`src/rtl/multicycle_mem_adapter_if.sv`:
```
// Signal bundle between the multicycle control path and the word-wide memory bus.
// The adapter uses the slave view; the control path / bus model uses the master view.
interface multicycle_mem_adapter_if;
  logic        mem_read_enable;
  logic        mem_write_enable;
  logic [2:0]  data_format;
  logic [31:0] address;
  logic [31:0] write_data;
  logic [31:0] read_data;
  logic        mem_ready;
  logic        mem_fault;
  logic        bus_req;
  logic        bus_we;
  logic [31:0] bus_addr;
  logic [3:0]  bus_byte_enable;
  logic [31:0] bus_wdata;
  logic [31:0] bus_rdata;
  logic        bus_ack;

  modport slave (
    input  mem_read_enable, mem_write_enable, data_format, address, write_data,
    output read_data, mem_ready, mem_fault,
    output bus_req, bus_we, bus_addr, bus_byte_enable, bus_wdata,
    input  bus_rdata, bus_ack
  );

  modport master (
    output mem_read_enable, mem_write_enable, data_format, address, write_data,
    input  read_data, mem_ready, mem_fault,
    input  bus_req, bus_we, bus_addr, bus_byte_enable, bus_wdata,
    output bus_rdata, bus_ack
  );
endinterface

```
`src/rtl/multicycle_mem_adapter.sv`:
```
// Turns RISC-V byte/half/word load-store requests into single word-bus transactions
// with lane steering, alignment checking, ack timeout and a one-cycle completion pulse.
module multicycle_mem_adapter #(
  parameter int unsigned TIMEOUT_CYCLES = 255
) (
  input  logic                          clock,
  input  logic                          reset,
  multicycle_mem_adapter_if.slave       mif
);

  typedef enum logic [1:0] {S_IDLE, S_BUSY, S_DONE} state_t;

  localparam logic [7:0] LP_WAIT_LAST = 8'(TIMEOUT_CYCLES - 1);

  state_t      r_state;
  state_t      w_state_next;
  logic        r_we;
  logic [2:0]  r_fmt;
  logic [31:0] r_addr;
  logic [31:0] r_wdata;
  logic [3:0]  r_be;
  logic [7:0]  r_wait;
  logic        r_fault;
  logic [31:0] r_read_data;

  logic        w_req;
  logic        w_fault_in;
  logic [3:0]  w_be_in;
  logic [31:0] w_wdata_in;
  logic        w_ack;
  logic        w_timeout;
  logic [31:0] w_shift;
  logic [31:0] w_load;

  assign w_req     = mif.mem_read_enable | mif.mem_write_enable;
  assign w_ack     = (r_state == S_BUSY) && mif.bus_ack;
  assign w_timeout = (r_state == S_BUSY) && !mif.bus_ack && (r_wait == LP_WAIT_LAST);

  // Request decode: alignment/format check, lane enables and replicated store data.
  always_comb begin
    w_fault_in = 1'b1;
    w_be_in    = 4'b0000;
    w_wdata_in = mif.write_data;
    case (mif.data_format)
      3'b000, 3'b100: begin
        w_fault_in = 1'b0;
        w_be_in    = 4'b0001 << mif.address[1:0];
        w_wdata_in = {4{mif.write_data[7:0]}};
      end
      3'b001, 3'b101: begin
        w_fault_in = mif.address[0];
        w_be_in    = 4'b0011 << mif.address[1:0];
        w_wdata_in = {2{mif.write_data[15:0]}};
      end
      3'b010: begin
        w_fault_in = (mif.address[1:0] != 2'b00);
        w_be_in    = 4'b1111;
      end
      default: begin
        w_fault_in = 1'b1;
        w_be_in    = 4'b0000;
      end
    endcase
  end

  // Selected lane moved to bit 0; halves are aligned so the shift is 0 or 16.
  assign w_shift = mif.bus_rdata >> {r_addr[1:0], 3'b000};

  always_comb begin
    w_load = w_shift;
    case (r_fmt)
      3'b000:  w_load = {{24{w_shift[7]}}, w_shift[7:0]};
      3'b100:  w_load = {24'd0, w_shift[7:0]};
      3'b001:  w_load = {{16{w_shift[15]}}, w_shift[15:0]};
      3'b101:  w_load = {16'd0, w_shift[15:0]};
      default: w_load = w_shift;
    endcase
  end

  always_comb begin
    w_state_next = r_state;
    case (r_state)
      S_IDLE: if (w_req) w_state_next = w_fault_in ? S_DONE : S_BUSY;
      S_BUSY: if (w_ack || w_timeout) w_state_next = S_DONE;
      S_DONE: w_state_next = S_IDLE;
      default: w_state_next = S_IDLE;
    endcase
  end

  always_ff @(posedge clock or posedge reset) begin
    if (reset) begin
      r_state     <= S_IDLE;
      r_we        <= 1'b0;
      r_fmt       <= 3'b000;
      r_addr      <= 32'd0;
      r_wdata     <= 32'd0;
      r_be        <= 4'b0000;
      r_wait      <= 8'd0;
      r_fault     <= 1'b0;
      r_read_data <= 32'd0;
    end else begin
      r_state <= w_state_next;
      case (r_state)
        S_IDLE: begin
          if (w_req) begin
            r_we    <= mif.mem_write_enable;
            r_fmt   <= mif.data_format;
            r_addr  <= mif.address;
            r_wdata <= w_wdata_in;
            r_be    <= w_be_in;
            r_wait  <= 8'd0;
            r_fault <= w_fault_in;
            if (w_fault_in) r_read_data <= 32'd0;
          end
        end
        S_BUSY: begin
          // An ack in the last permitted cycle still completes normally.
          if (mif.bus_ack) begin
            r_fault <= 1'b0;
            if (!r_we) r_read_data <= w_load;
          end else begin
            r_wait <= r_wait + 8'd1;
            if (w_timeout) begin
              r_fault     <= 1'b1;
              r_read_data <= 32'd0;
            end
          end
        end
        default: ;
      endcase
    end
  end

  assign mif.bus_req         = (r_state == S_BUSY);
  assign mif.bus_we          = r_we;
  assign mif.bus_addr        = {r_addr[31:2], 2'b00};
  assign mif.bus_byte_enable = r_be;
  assign mif.bus_wdata       = r_wdata;
  assign mif.mem_ready       = (r_state == S_DONE);
  assign mif.mem_fault       = (r_state == S_DONE) && r_fault;
  assign mif.read_data       = r_read_data;

endmodule

```
`src/flat_wrapper.sv`:
```
// flat-port wrapper written by rule: the top's interface ports become plain ports
module multicycle_mem_adapter_flat 
#(
  parameter int unsigned TIMEOUT_CYCLES = 255
)
  (clock, reset, mif_mem_read_enable, mif_mem_write_enable, mif_data_format, mif_address, mif_write_data, mif_read_data, mif_mem_ready, mif_mem_fault, mif_bus_req, mif_bus_we, mif_bus_addr, mif_bus_byte_enable, mif_bus_wdata, mif_bus_rdata, mif_bus_ack);
  multicycle_mem_adapter_if mif_i ();
  input  logic clock;
  input  logic reset;
  input wire logic [$bits(mif_i.mem_read_enable)-1:0] mif_mem_read_enable;
  input wire logic [$bits(mif_i.mem_write_enable)-1:0] mif_mem_write_enable;
  input wire logic [$bits(mif_i.data_format)-1:0] mif_data_format;
  input wire logic [$bits(mif_i.address)-1:0] mif_address;
  input wire logic [$bits(mif_i.write_data)-1:0] mif_write_data;
  output wire logic [$bits(mif_i.read_data)-1:0] mif_read_data;
  output wire logic [$bits(mif_i.mem_ready)-1:0] mif_mem_ready;
  output wire logic [$bits(mif_i.mem_fault)-1:0] mif_mem_fault;
  output wire logic [$bits(mif_i.bus_req)-1:0] mif_bus_req;
  output wire logic [$bits(mif_i.bus_we)-1:0] mif_bus_we;
  output wire logic [$bits(mif_i.bus_addr)-1:0] mif_bus_addr;
  output wire logic [$bits(mif_i.bus_byte_enable)-1:0] mif_bus_byte_enable;
  output wire logic [$bits(mif_i.bus_wdata)-1:0] mif_bus_wdata;
  input wire logic [$bits(mif_i.bus_rdata)-1:0] mif_bus_rdata;
  input wire logic [$bits(mif_i.bus_ack)-1:0] mif_bus_ack;
  assign mif_i.mem_read_enable = mif_mem_read_enable;
  assign mif_i.mem_write_enable = mif_mem_write_enable;
  assign mif_i.data_format = mif_data_format;
  assign mif_i.address = mif_address;
  assign mif_i.write_data = mif_write_data;
  assign mif_read_data = mif_i.read_data;
  assign mif_mem_ready = mif_i.mem_ready;
  assign mif_mem_fault = mif_i.mem_fault;
  assign mif_bus_req = mif_i.bus_req;
  assign mif_bus_we = mif_i.bus_we;
  assign mif_bus_addr = mif_i.bus_addr;
  assign mif_bus_byte_enable = mif_i.bus_byte_enable;
  assign mif_bus_wdata = mif_i.bus_wdata;
  assign mif_i.bus_rdata = mif_bus_rdata;
  assign mif_i.bus_ack = mif_bus_ack;
  multicycle_mem_adapter #(.TIMEOUT_CYCLES(TIMEOUT_CYCLES)) u_core (.clock(clock), .reset(reset), .mif(mif_i));
endmodule
```
`config.mk`:
```
export PLATFORM = sky130hd
export DESIGN_NAME = multicycle_mem_adapter_flat
export DESIGN_NICKNAME = d
export VERILOG_FILES = /design/src/rtl/multicycle_mem_adapter_if.sv /design/src/rtl/multicycle_mem_adapter.sv /design/src/flat_wrapper.sv
export SDC_FILE = /design/constraint.sdc
export NUM_CORES = 1
export LEC_CHECK = 0
export CORE_MARGIN = 2
export CORE_UTILIZATION = 35
export CTS_CLUSTER_DIAMETER = 150
export DETAILED_ROUTE_END_ITERATION = 10
export GPL_ROUTABILITY_DRIVEN = 0
export HOLD_SLACK_MARGIN = 0.05
export PLACE_DENSITY = 0.67
export SLEW_MARGIN = 15
export SYNTH_ARGS = -nofsm -noshare
export SYNTH_HDL_FRONTEND = slang
export SYNTH_SLANG_ARGS = --single-unit
```
`constraint.sdc`:
```
create_clock -name clock -period 3.87 [get_ports clock]
set_clock_uncertainty 0.05 [all_clocks]
set_input_delay 0.774 -clock clock [delete_from_list [all_inputs] [get_ports clock]]
set_output_delay 0.774 -clock clock [all_outputs]
set_load 0.005 [all_outputs]
```
==> flow_summary_export.csv, run 1 <==
group,metric,value,unit
power,fin_total_pwr,6.590,mW
clock_network,cts_post_setup_buffers_inserted,0,
clock_network,cts_tree,"built",
worst_setup_path,path_cells,"nor2b_1, and2_1, clkdlybuf4s50_1",
placement,place_ws,911.5,ps
synth,synth.top_cells.by_area,"dfrtp_1 49%, nand2_1 11%, mux2i_1 6.0%, buf_4 4.4%, mux2_2 3.1%",
die,io_pins,208,
global_routing,grt_pass1_vias,4880,
synth,synthFlopType,"dfrtp_1",
synth,synth.yosys.seq_area_share,49.39,%
power,intPower,4.435,mW
synth,syn_area_per_cell,9.444,sq um
finish,diodes,0,
global_routing,grt_busiest_layer,"met2",
synth,netlist_top_cells_count,"174 x nand2_1, 115 x dfrtp_1, 35 x mux2i_1",
clock_network,cts_resized,0,
worst_setup_path,slowest_delay,510,ps
flow_run,drv_cap,0,
worst_hold_path,hold_class,"flop to flop",
timing,tightest_slew,694.0,ps
route,drc,0,
worst_setup_path,worst_ep_required_time,3050,ps
timing,rsz0062_at_grt,"false",
timing,setup_ws,1303,ps
power,ir_drop,395.4,uV
global_routing,grt_util_met2,28.38,%
clock_network,clk_latency,410,ps
route,wl,16310,um
synth,synth-edff-count,0,
synth,ys_ff_latch,115,
placement,dp_hpwl,11500,um
power,cellLeakagePower,3.852,nW
global_routing,grt_overflow,0,
timing,fmax,389.5,MHz
worst_setup_path,cp.depth,3,
placement,dpl-instance-area,0.007905,sq mm
power,switching_power,2.155,mW
finish,design_area,0.008578,sq mm
clock_network,cts_buffers,17,
synth,synthCells,617,
die,fp.dieW,133.0,um
route,first_iter_violations,281,
finish,n_fill_cell,1486,
synth,ys_warn_count,0,
worst_setup_path,cp_max_fo,7,
route,drt_pre_antenna_iters,4,
synth,synthArstFlopShare,100.0,%
global_routing,grt_util_met1,24.54,%
global_routing,grt_max_degree,64,
die,die_h,133.0,um
synth,syn_area,0.005827,sq mm
clock_network,clockRootBuffer,"clkbuf_16",
worst_setup_path,cp_top_family,"buffers and inverters",
global_routing,track_usage,18.92,%
timing,hold_violations,0,
global_routing,met3_usage,6.743,%
die,std_cell_rows,47,
clock_network,path_clk_slew,50,ps
finish,nNetsFinal,890,
synth,yosysMostFrequentCell,"nand2_1",
clock_network,cts_sinks,115,
route,wire_per_inst,16.05,um
timing,tns,0,ps
worst_setup_path,cp-end-kind,"output port",
synth,synth_top_area_share,49.39,%
timing,period_share,66.34,%
route,vias,4893,
synth,synth_area_leader_cell,"dfrtp_1",
worst_setup_path,cp_slowest_cell,"clkdlybuf4s50_1",
run_status,outcome,"complete, no violations",
worst_setup_path,critical_path_class,"flop to output port",
clock_network,htree_levels,4,
power,combPwrFrac,42.0,%
die,design.die.area,0.01770,sq mm
finish,drive_gt1_share,8.794,%
timing,drv_slew,0,
power,p_seq_share,30.6,%
power,power.density,768.2,mW/mm^2
worst_setup_path,reg2regPathDepth,7,
die,initial_core_util,35.51,%
timing,max_slew_margin,53.73,%
timing,period_needed,2567,ps
worst_setup_path,path_buf_inv,1,
route,vias_per_cell,4.816,
worst_setup_path,start_kind,"flop",
die,core-area,0.01641,sq mm
clock_network,postCtsHoldBufs,0,
synth,synth_cell_types,50,
worst_setup_path,cp_data_arrival_time,1740,ps
worst_hold_path,whs_path_depth,2,
clock_network,clockBufferDepth,2,
power,p_clk_share,27.4,%
global_routing,grt_pass1_wl,26130,um
route,ant_nets,0,
finish,area_growth,47.22,%
global_routing,antenna_found_initial,0,
timing,setup_viol,0,
power,switching_share,32.70,%
placement,numPortBuffers,205,
[metal layers]
| layer | routed length (um) | part of all wire (%) |
|---|---|---|
| met1 | 7278 | 45 |
| met2 | 7092 | 43 |
| met3 | 1505 | 9.2 |
| met4 | 433 | 2.7 |
| met5 | 0 | 0 |
[final cells by class]
type                       count  area [sq um]  area share [%]
inverter                      15         58.81          0.6855
multi-input combinational    418          2501           29.16
clock inverter                10         202.7           2.363
timing repair buffer         217          2192           25.55
sequential                   115          2878           33.55
clock buffer                  21         470.5           5.484
tap                          220         275.3           3.209
[registers in the layout, indices dropped and copies added, names as in the netlist]
register,count
u_core.mif.bus_byte_enable,4
u_core.mif.bus_wdata,32
u_core.mif.bus_we,1
u_core.mif.read_data,32
u_core.r_addr,32
u_core.r_fault,1
u_core.r_fmt,3
u_core.r_state,2
u_core.r_wait,8
[metrics by stage]
| stage | std cells | utilization, % | hold slack, ps |
|---|---|---|---|
| after floorplan | 618 | - | 396.9 |
| after global placement | 985 | 48.18 | 406.2 |
| final | 1016 | 52.28 | 418.3 |
| after detailed placement | 985 | 48.18 | 411.8 |
| after CTS | 1016 | 52.28 | 425.0 |
| after global routing | 1016 | 52.28 | 446.0 |
[power by group through the flow]
stage | combinational (mW) | clock (mW) | sequential, mW
6_report | 2.77 | 1.80 | 2.02
5_1_grt | 3.04 | 1.89 | 2.09
4_1_cts | 2.81 | 1.83 | 2.02
3_5_place_dp | 2.79 | 0 | 2.02
3_3_place_gp | 2.77 | 0 | 2.01
2_1_floorplan | 1.57 | 0 | 1.98
[cell usage in the layout, fill, tap and decap left out, types with 4 or more instances in the layout]
master             n
bufinv_16          6
mux2_1             7
buf_4              8
clkbuf_16         17
inv_1             14
buf_12             4
a211oi_1          14
nor3_1             7
mux2i_1           35
o211ai_1           7
and3_1             9
a21oi_1           11
a32oi_1            8
dfrtp_1          115
nand3b_1           8
a22o_1            15
nor2b_1            9
o21ai_0           33
xor2_1             4
nand2_1          174
mux2_2            16
clkdlybuf4s50_1  205
nor2_1            21
[worst min-delay path: cells and delay by family (launching register included)]
kind          cells  cell delay (ps)
simple gates      2              100
flops             1              330
[worst paths after layout]
check / startpoint / to / slack [ps]
setup reg to reg: u_core.r_wait[0] / u_core.mif.read_data[6] / 1750
max in group asynchronous: reset / u_core.mif.bus_byte_enable[1] / 2300
hold reg to reg: u_core.r_addr[20] / u_core.r_addr[20] / 420
setup / recovery: u_core.r_state[1] / mif_mem_fault / 1300
hold / removal: u_core.r_addr[20] / u_core.r_addr[20] / 420
min in group asynchronous: reset / u_core.r_addr[25] / 720
[kinds of logic (layout without fill, tap and decap cells)]
kind of cell / after synthesis / after routing / share of synthesized area (%)
AND/OR/NAND/NOR: 247 / 247 / 18.38
flip-flops: 115 / 115 / 49.39
AO/OA/AOI/OAI: 102 / 102 / 12.03
buffers and inverters: 85 / 263 / 7.966
multiplexers: 59 / 59 / 10.84
XOR/XNOR: 6 / 6 / 0.9019
adder cells (fa/ha/maj): 2 / 2 / 0.4294
other: 1 / 2 / 0.06436
(Power assumes the default switching activity.)
==> run 2: changes to the inputs <==
PLACE_DENSITY = default   (was 0.67)
clock period = 2.59 ns   (was 3.87 ns; I/O delays follow)
==> run 2 against run 1 <==
Flip-flop and latch count unchanged. Non-clock buffer count increased by 7. Setup slack got worse by 960 ps. Total power is 46% higher. Sequential share of layout area grew 0.13 points. Die area unchanged. Critical path depth unchanged. Combinational power grew 51%. Hold slack improved by 3.5 ps. Highest routed layer unchanged.
==> flow_summary_export.csv, run 2 (same netlist as run 1, synthesis figures left out) <==
group,metric,value,unit
power,power.density,1124,mW/mm^2
clock_network,clockBufferDepth,2,
power,ir_drop,486.0,uV
timing,drv_slew,0,
finish,drive_gt1_share,9.250,%
global_routing,grt_max_degree,116,
global_routing,track_usage,19.67,%
global_routing,grt_pass1_wl,27210,um
clock_network,cts_post_setup_buffers_inserted,0,
route,drt_pre_antenna_iters,4,
die,design.die.area,0.01770,sq mm
worst_setup_path,path_cells,"nor2b_1, and2_1, clkdlybuf4s50_1",
clock_network,cts_buffers,17,
power,switching_share,33.49,%
power,switching_power,3.215,mW
run_status,outcome,"complete, no violations",
finish,seqCellArea,0.002878,sq mm
timing,fmax,445.5,MHz
worst_setup_path,cp-end-kind,"output port",
timing,tns,0,ps
timing,hold_violations,0,
clock_network,cts_resized,0,
global_routing,grt_busiest_layer,"met2",
worst_setup_path,cp.depth,3,
global_routing,met3_usage,7.931,%
finish,final_cell_mix,"205 x clkdlybuf4s50_1, 174 x nand2_1, 115 x dfrtp_1",
timing,whs,421.9,ps
global_routing,grt_util_met1,24.13,%
finish,area_growth,46.64,%
worst_setup_path,r2r_end,"u_core.mif.read_data[14]",
clock_network,cts_tree,"built",
die,core-area,0.01641,sq mm
placement,dp_hpwl,12140,um
die,initial_core_util,35.51,%
clock_network,clockRootBuffer,"clkbuf_16",
worst_setup_path,r2r_slack,580,ps
route,drc,0,
timing,max_slew_margin,57.55,%
clock_network,clk_latency,410,ps
finish,final_common_cell,"clkdlybuf4s50_1",
global_routing,antenna_found_initial,0,
clock_network,postCtsHoldBufs,0,
power,p_seq_share,31.6,%
worst_setup_path,cp-endpoint,"mif_mem_fault",
route,vias,5005,
worst_setup_path,crit_start,"u_core.r_state[1]",
clock_network,path_clk_slew,50,ps
worst_setup_path,cp_max_fo,7,
worst_setup_path,slowest_delay,500,ps
worst_setup_path,r2r_start,"u_core.r_addr[1]",
route,vias_per_cell,4.907,
finish,multi_input_area,0.002501,sq mm
worst_setup_path,cp_data_arrival_time,1680,ps
worst_setup_path,reg2regPathDepth,4,
global_routing,grt_overflow,0,
finish,nNetsFinal,897,
die,std_cell_rows,47,
die,die_h,133.0,um
power,p_clk_share,24.8,%
placement,numPortBuffers,205,
die,io_pins,208,
finish,n_fill_cell,1487,
route,ant_nets,0,
route,wl,16820,um
power,combPwrFrac,43.5,%
power,intPower,6.385,mW
worst_setup_path,critical_path_class,"flop to output port",
die,fp.dieW,133.0,um
route,first_iter_violations,200,
timing,setup_viol,0,
clock_network,htree_levels,4,
route,wire_per_inst,16.49,um
power,cellLeakagePower,3.847,nW
timing,rsz0062_at_grt,"false",
timing,period_needed,2245,ps
timing,tightest_slew,636.7,ps
worst_setup_path,start_kind,"flop",
flow_run,drv_cap,0,
global_routing,grt_util_met2,31.72,%
worst_setup_path,worst_ep_required_time,2020,ps
worst_setup_path,cp_slowest_cell,"clkdlybuf4s50_1",
worst_hold_path,hold_class,"flop to flop",
timing,period_share,86.66,%
worst_setup_path,path_buf_inv,1,
worst_setup_path,cp_top_family,"buffers and inverters",
clock_network,cts_sinks,115,
finish,diodes,0,
global_routing,grt_pass1_vias,5093,
## run 2: power by group through the flow
stage	sequential, mW	combinational (mW)	clock [mW]
2_1_floorplan	2.96	2.35	0
3_3_place_gp	3.03	4.15	0
3_5_place_dp	3.05	4.21	0
4_1_cts	3.05	4.22	2.44
5_1_grt	3.14	4.62	2.51
6_report	3.04	4.18	2.38
## run 2: layer usage
metal  vias up  share of wire, %
met2       194                47
met3        15               9.7
li1       2410                 -
met5         -                 0
met4         0               1.2
met1      2386                43
## run 2: layout make-up
| type | instances | area share [%] |
|---|---|---|
| Clock inverter | 5 | 1.171 |
| Clock buffer | 23 | 5.828 |
| Inverter | 15 | 0.7029 |
| Sequential cell | 115 | 33.68 |
| Tap cell | 220 | 3.222 |
| Multi-Input combinational cell | 418 | 29.27 |
| Timing Repair Buffer | 224 | 26.12 |
## run 2: per-stage QoR
step | worst slack [ps] | area (sq um) | total power, mW | util, % | cells
after CTS | 319.2 | 8544 | 9.719 | 52.08 | 1020
after global routing | 217.7 | 8544 | 10.26 | 52.08 | 1020
final | 345.4 | 8544 | 9.600 | 52.08 | 1020
after detailed placement | 109.7 | 7946 | 7.263 | 48.43 | 992
after global placement | 140.8 | 7946 | 7.185 | 48.43 | 992
after floorplan | 599.3 | 5834 | 5.312 | - | 618
## run 2: worst min-delay path by stage
stage                     cells after the start                           from                       endpoint  slack, ps
final                                         2  u_core.mif.bus_byte_enable[0]  u_core.mif.bus_byte_enable[0]        420
after global routing                          2  u_core.mif.bus_byte_enable[0]  u_core.mif.bus_byte_enable[0]        440
after CTS                                     2  u_core.mif.bus_byte_enable[0]  u_core.mif.bus_byte_enable[0]        430
after detailed placement                      2        u_core.mif.bus_wdata[5]        u_core.mif.bus_wdata[5]        410
after global placement                        2              u_core.r_addr[14]              u_core.r_addr[14]        410
after floorplan                               2              u_core.r_addr[10]              u_core.r_addr[10]        400
## run 2: worst reg2reg max path: stages, from the launching register on
cell and delay [ps]:
dfrtp_1 510, mux4_2 580, a21o_1 280, and3_1 210
mux2_2 260
==> run 3: changes to the inputs <==
clock period = 2.6 ns   (was 2.59 ns; I/O delays follow)
==> run 3 against run 2 <==
Sequential power barely moved. Count of clock-buffer cells in the layout is the same. Total power decreased by 0.21%. First-iteration DRC count is 18% higher. Sequential share of layout area is the same. Final cell count did not move. Die area is the same. Clock power is essentially flat. Wire length increased by 0.70%. Core utilization unchanged. Largest cell class unchanged.
==> flow_summary_export.csv, run 3 (same netlist as run 1, synthesis figures left out) <==
group,metric,value,unit
run_status,outcome,"complete, no violations",
placement,numPortBuffers,205,
worst_setup_path,cp_top_family,"buffers and inverters",
clock_network,cts_post_setup_buffers_inserted,0,
timing,setup_viol,0,
flow_run,drv_cap,0,
die,core-area,0.01641,sq mm
timing,whs,423.7,ps
worst_setup_path,slowest_delay,500,ps
die,initial_core_util,35.51,%
clock_network,clockBufferDepth,2,
timing,drv_slew,0,
worst_hold_path,hold_class,"flop to flop",
clock_network,postCtsHoldBufs,0,
clock_network,path_clk_slew,50,ps
clock_network,clockRootBuffer,"clkbuf_16",
timing,fmax,446.2,MHz
timing,rsz0062_at_grt,"false",
timing,max_slew_margin,57.27,%
worst_setup_path,cp-end-kind,"output port",
worst_setup_path,cp_max_fo,7,
clock_network,htree_levels,4,
timing,tightest_slew,641.0,ps
clock_network,clk_latency,410,ps
timing,tns,0,ps
worst_setup_path,start_kind,"flop",
die,fp.dieW,133.0,um
global_routing,grt_pass1_vias,5166,
timing,period_share,86.20,%
finish,area_growth,46.64,%
power,power.density,1121,mW/mm^2
clock_network,cts_buffers,17,
worst_setup_path,path_cells,"nor2b_1, and2_1, clkdlybuf4s50_1",
worst_setup_path,path_buf_inv,1,
global_routing,grt_overflow,0,
route,drc,0,
global_routing,track_usage,19.99,%
global_routing,antenna_found_initial,0,
finish,drive_gt1_share,9.250,%
power,ir_drop,507.1,uV
clock_network,cts_tree,"built",
route,vias_per_cell,4.877,
route,vias,4975,
clock_network,cts_sinks,115,
route,wire_per_inst,16.61,um
route,first_iter_violations,235,
worst_setup_path,worst_ep_required_time,2030,ps
timing,period_needed,2241,ps
die,die_h,133.0,um
die,std_cell_rows,47,
die,design.die.area,0.01770,sq mm
worst_setup_path,cp_slowest_cell,"clkdlybuf4s50_1",
route,wl,16940,um
global_routing,grt_max_degree,116,
finish,final_cell_mix,"205 x clkdlybuf4s50_1, 174 x nand2_1, 115 x dfrtp_1",
finish,nNetsFinal,897,
finish,final_common_cell,"clkdlybuf4s50_1",
worst_setup_path,critical_path_class,"flop to output port",
global_routing,grt_pass1_wl,27680,um
placement,dp_hpwl,12230,um
worst_setup_path,cp_data_arrival_time,1670,ps
route,drt_pre_antenna_iters,5,
die,io_pins,208,
timing,hold_violations,0,
finish,diodes,0,
clock_network,cts_resized,0,
power,cellLeakagePower,3.847,nW
route,ant_nets,0,
-- run 3: cell counts in the layout (fill, tap and decap cells not counted) --
Identical to the previous run, type by type.
-- run 3: cell type report --
class | instances | area (sq um)
Clock buffer | 23 | 498.0
Inverter | 15 | 60.06
Clock inverter | 5 | 100.1
Sequential cell | 115 | 2878
Multi-Input combinational cell | 418 | 2501
Tap cell | 220 | 275.3
Fill cell | 1481 | 7863
Timing Repair Buffer | 224 | 2232
-- run 3: worst paths after layout --
path                       slack, ps                        to         startpoint  cells past startpoint
max in group asynchronous       1440         u_core.r_addr[21]              reset                      3
max                              360             mif_mem_fault  u_core.r_state[1]                      3
max reg2reg                      610  u_core.mif.read_data[14]   u_core.r_addr[1]                      4
min                              420         u_core.r_addr[24]  u_core.r_addr[24]                      2
min in group asynchronous        570  u_core.mif.bus_wdata[31]              reset                      3
min reg2reg                      420         u_core.r_addr[24]  u_core.r_addr[24]                      2
-- run 3: power by group --
part           leakage [nW]  switching [mW]  internal [mW]
registers              1.46           0.490           2.53
logic                  2.09            1.95           2.22
clock network         0.297           0.783           1.61
-- run 3: metrics by stage --
stage	worst slack (ps)	area [sq um]	total power, mW	util, %	instances
after floorplan	607.3	5834	5.291	-	618
after global placement	148.8	7946	7.158	48.43	992
after detailed placement	122.4	7946	7.246	48.43	992
after CTS	323.4	8544	9.697	52.08	1020
after global routing	219.1	8544	10.24	52.08	1020
final	358.7	8544	9.580	52.08	1020
-- run 3: layer usage --
| layer | vias up | part of all wire (%) | track usage [%] |
|---|---|---|---|
| li1 | 2398 | - | - |
| met3 | 15 | 10 | 8.621 |
| met5 | - | 0 | 0 |
| met4 | 0 | 1.2 | 6.213 |
| met2 | 187 | 46 | 31.98 |
| met1 | 2375 | 42 | 24.48 |
-- run 3: worst min-delay path, stage by stage, from the launching register on --
cell and delay, ps:
dfrtp_1 340, nand2_1 50, nand2_1 50
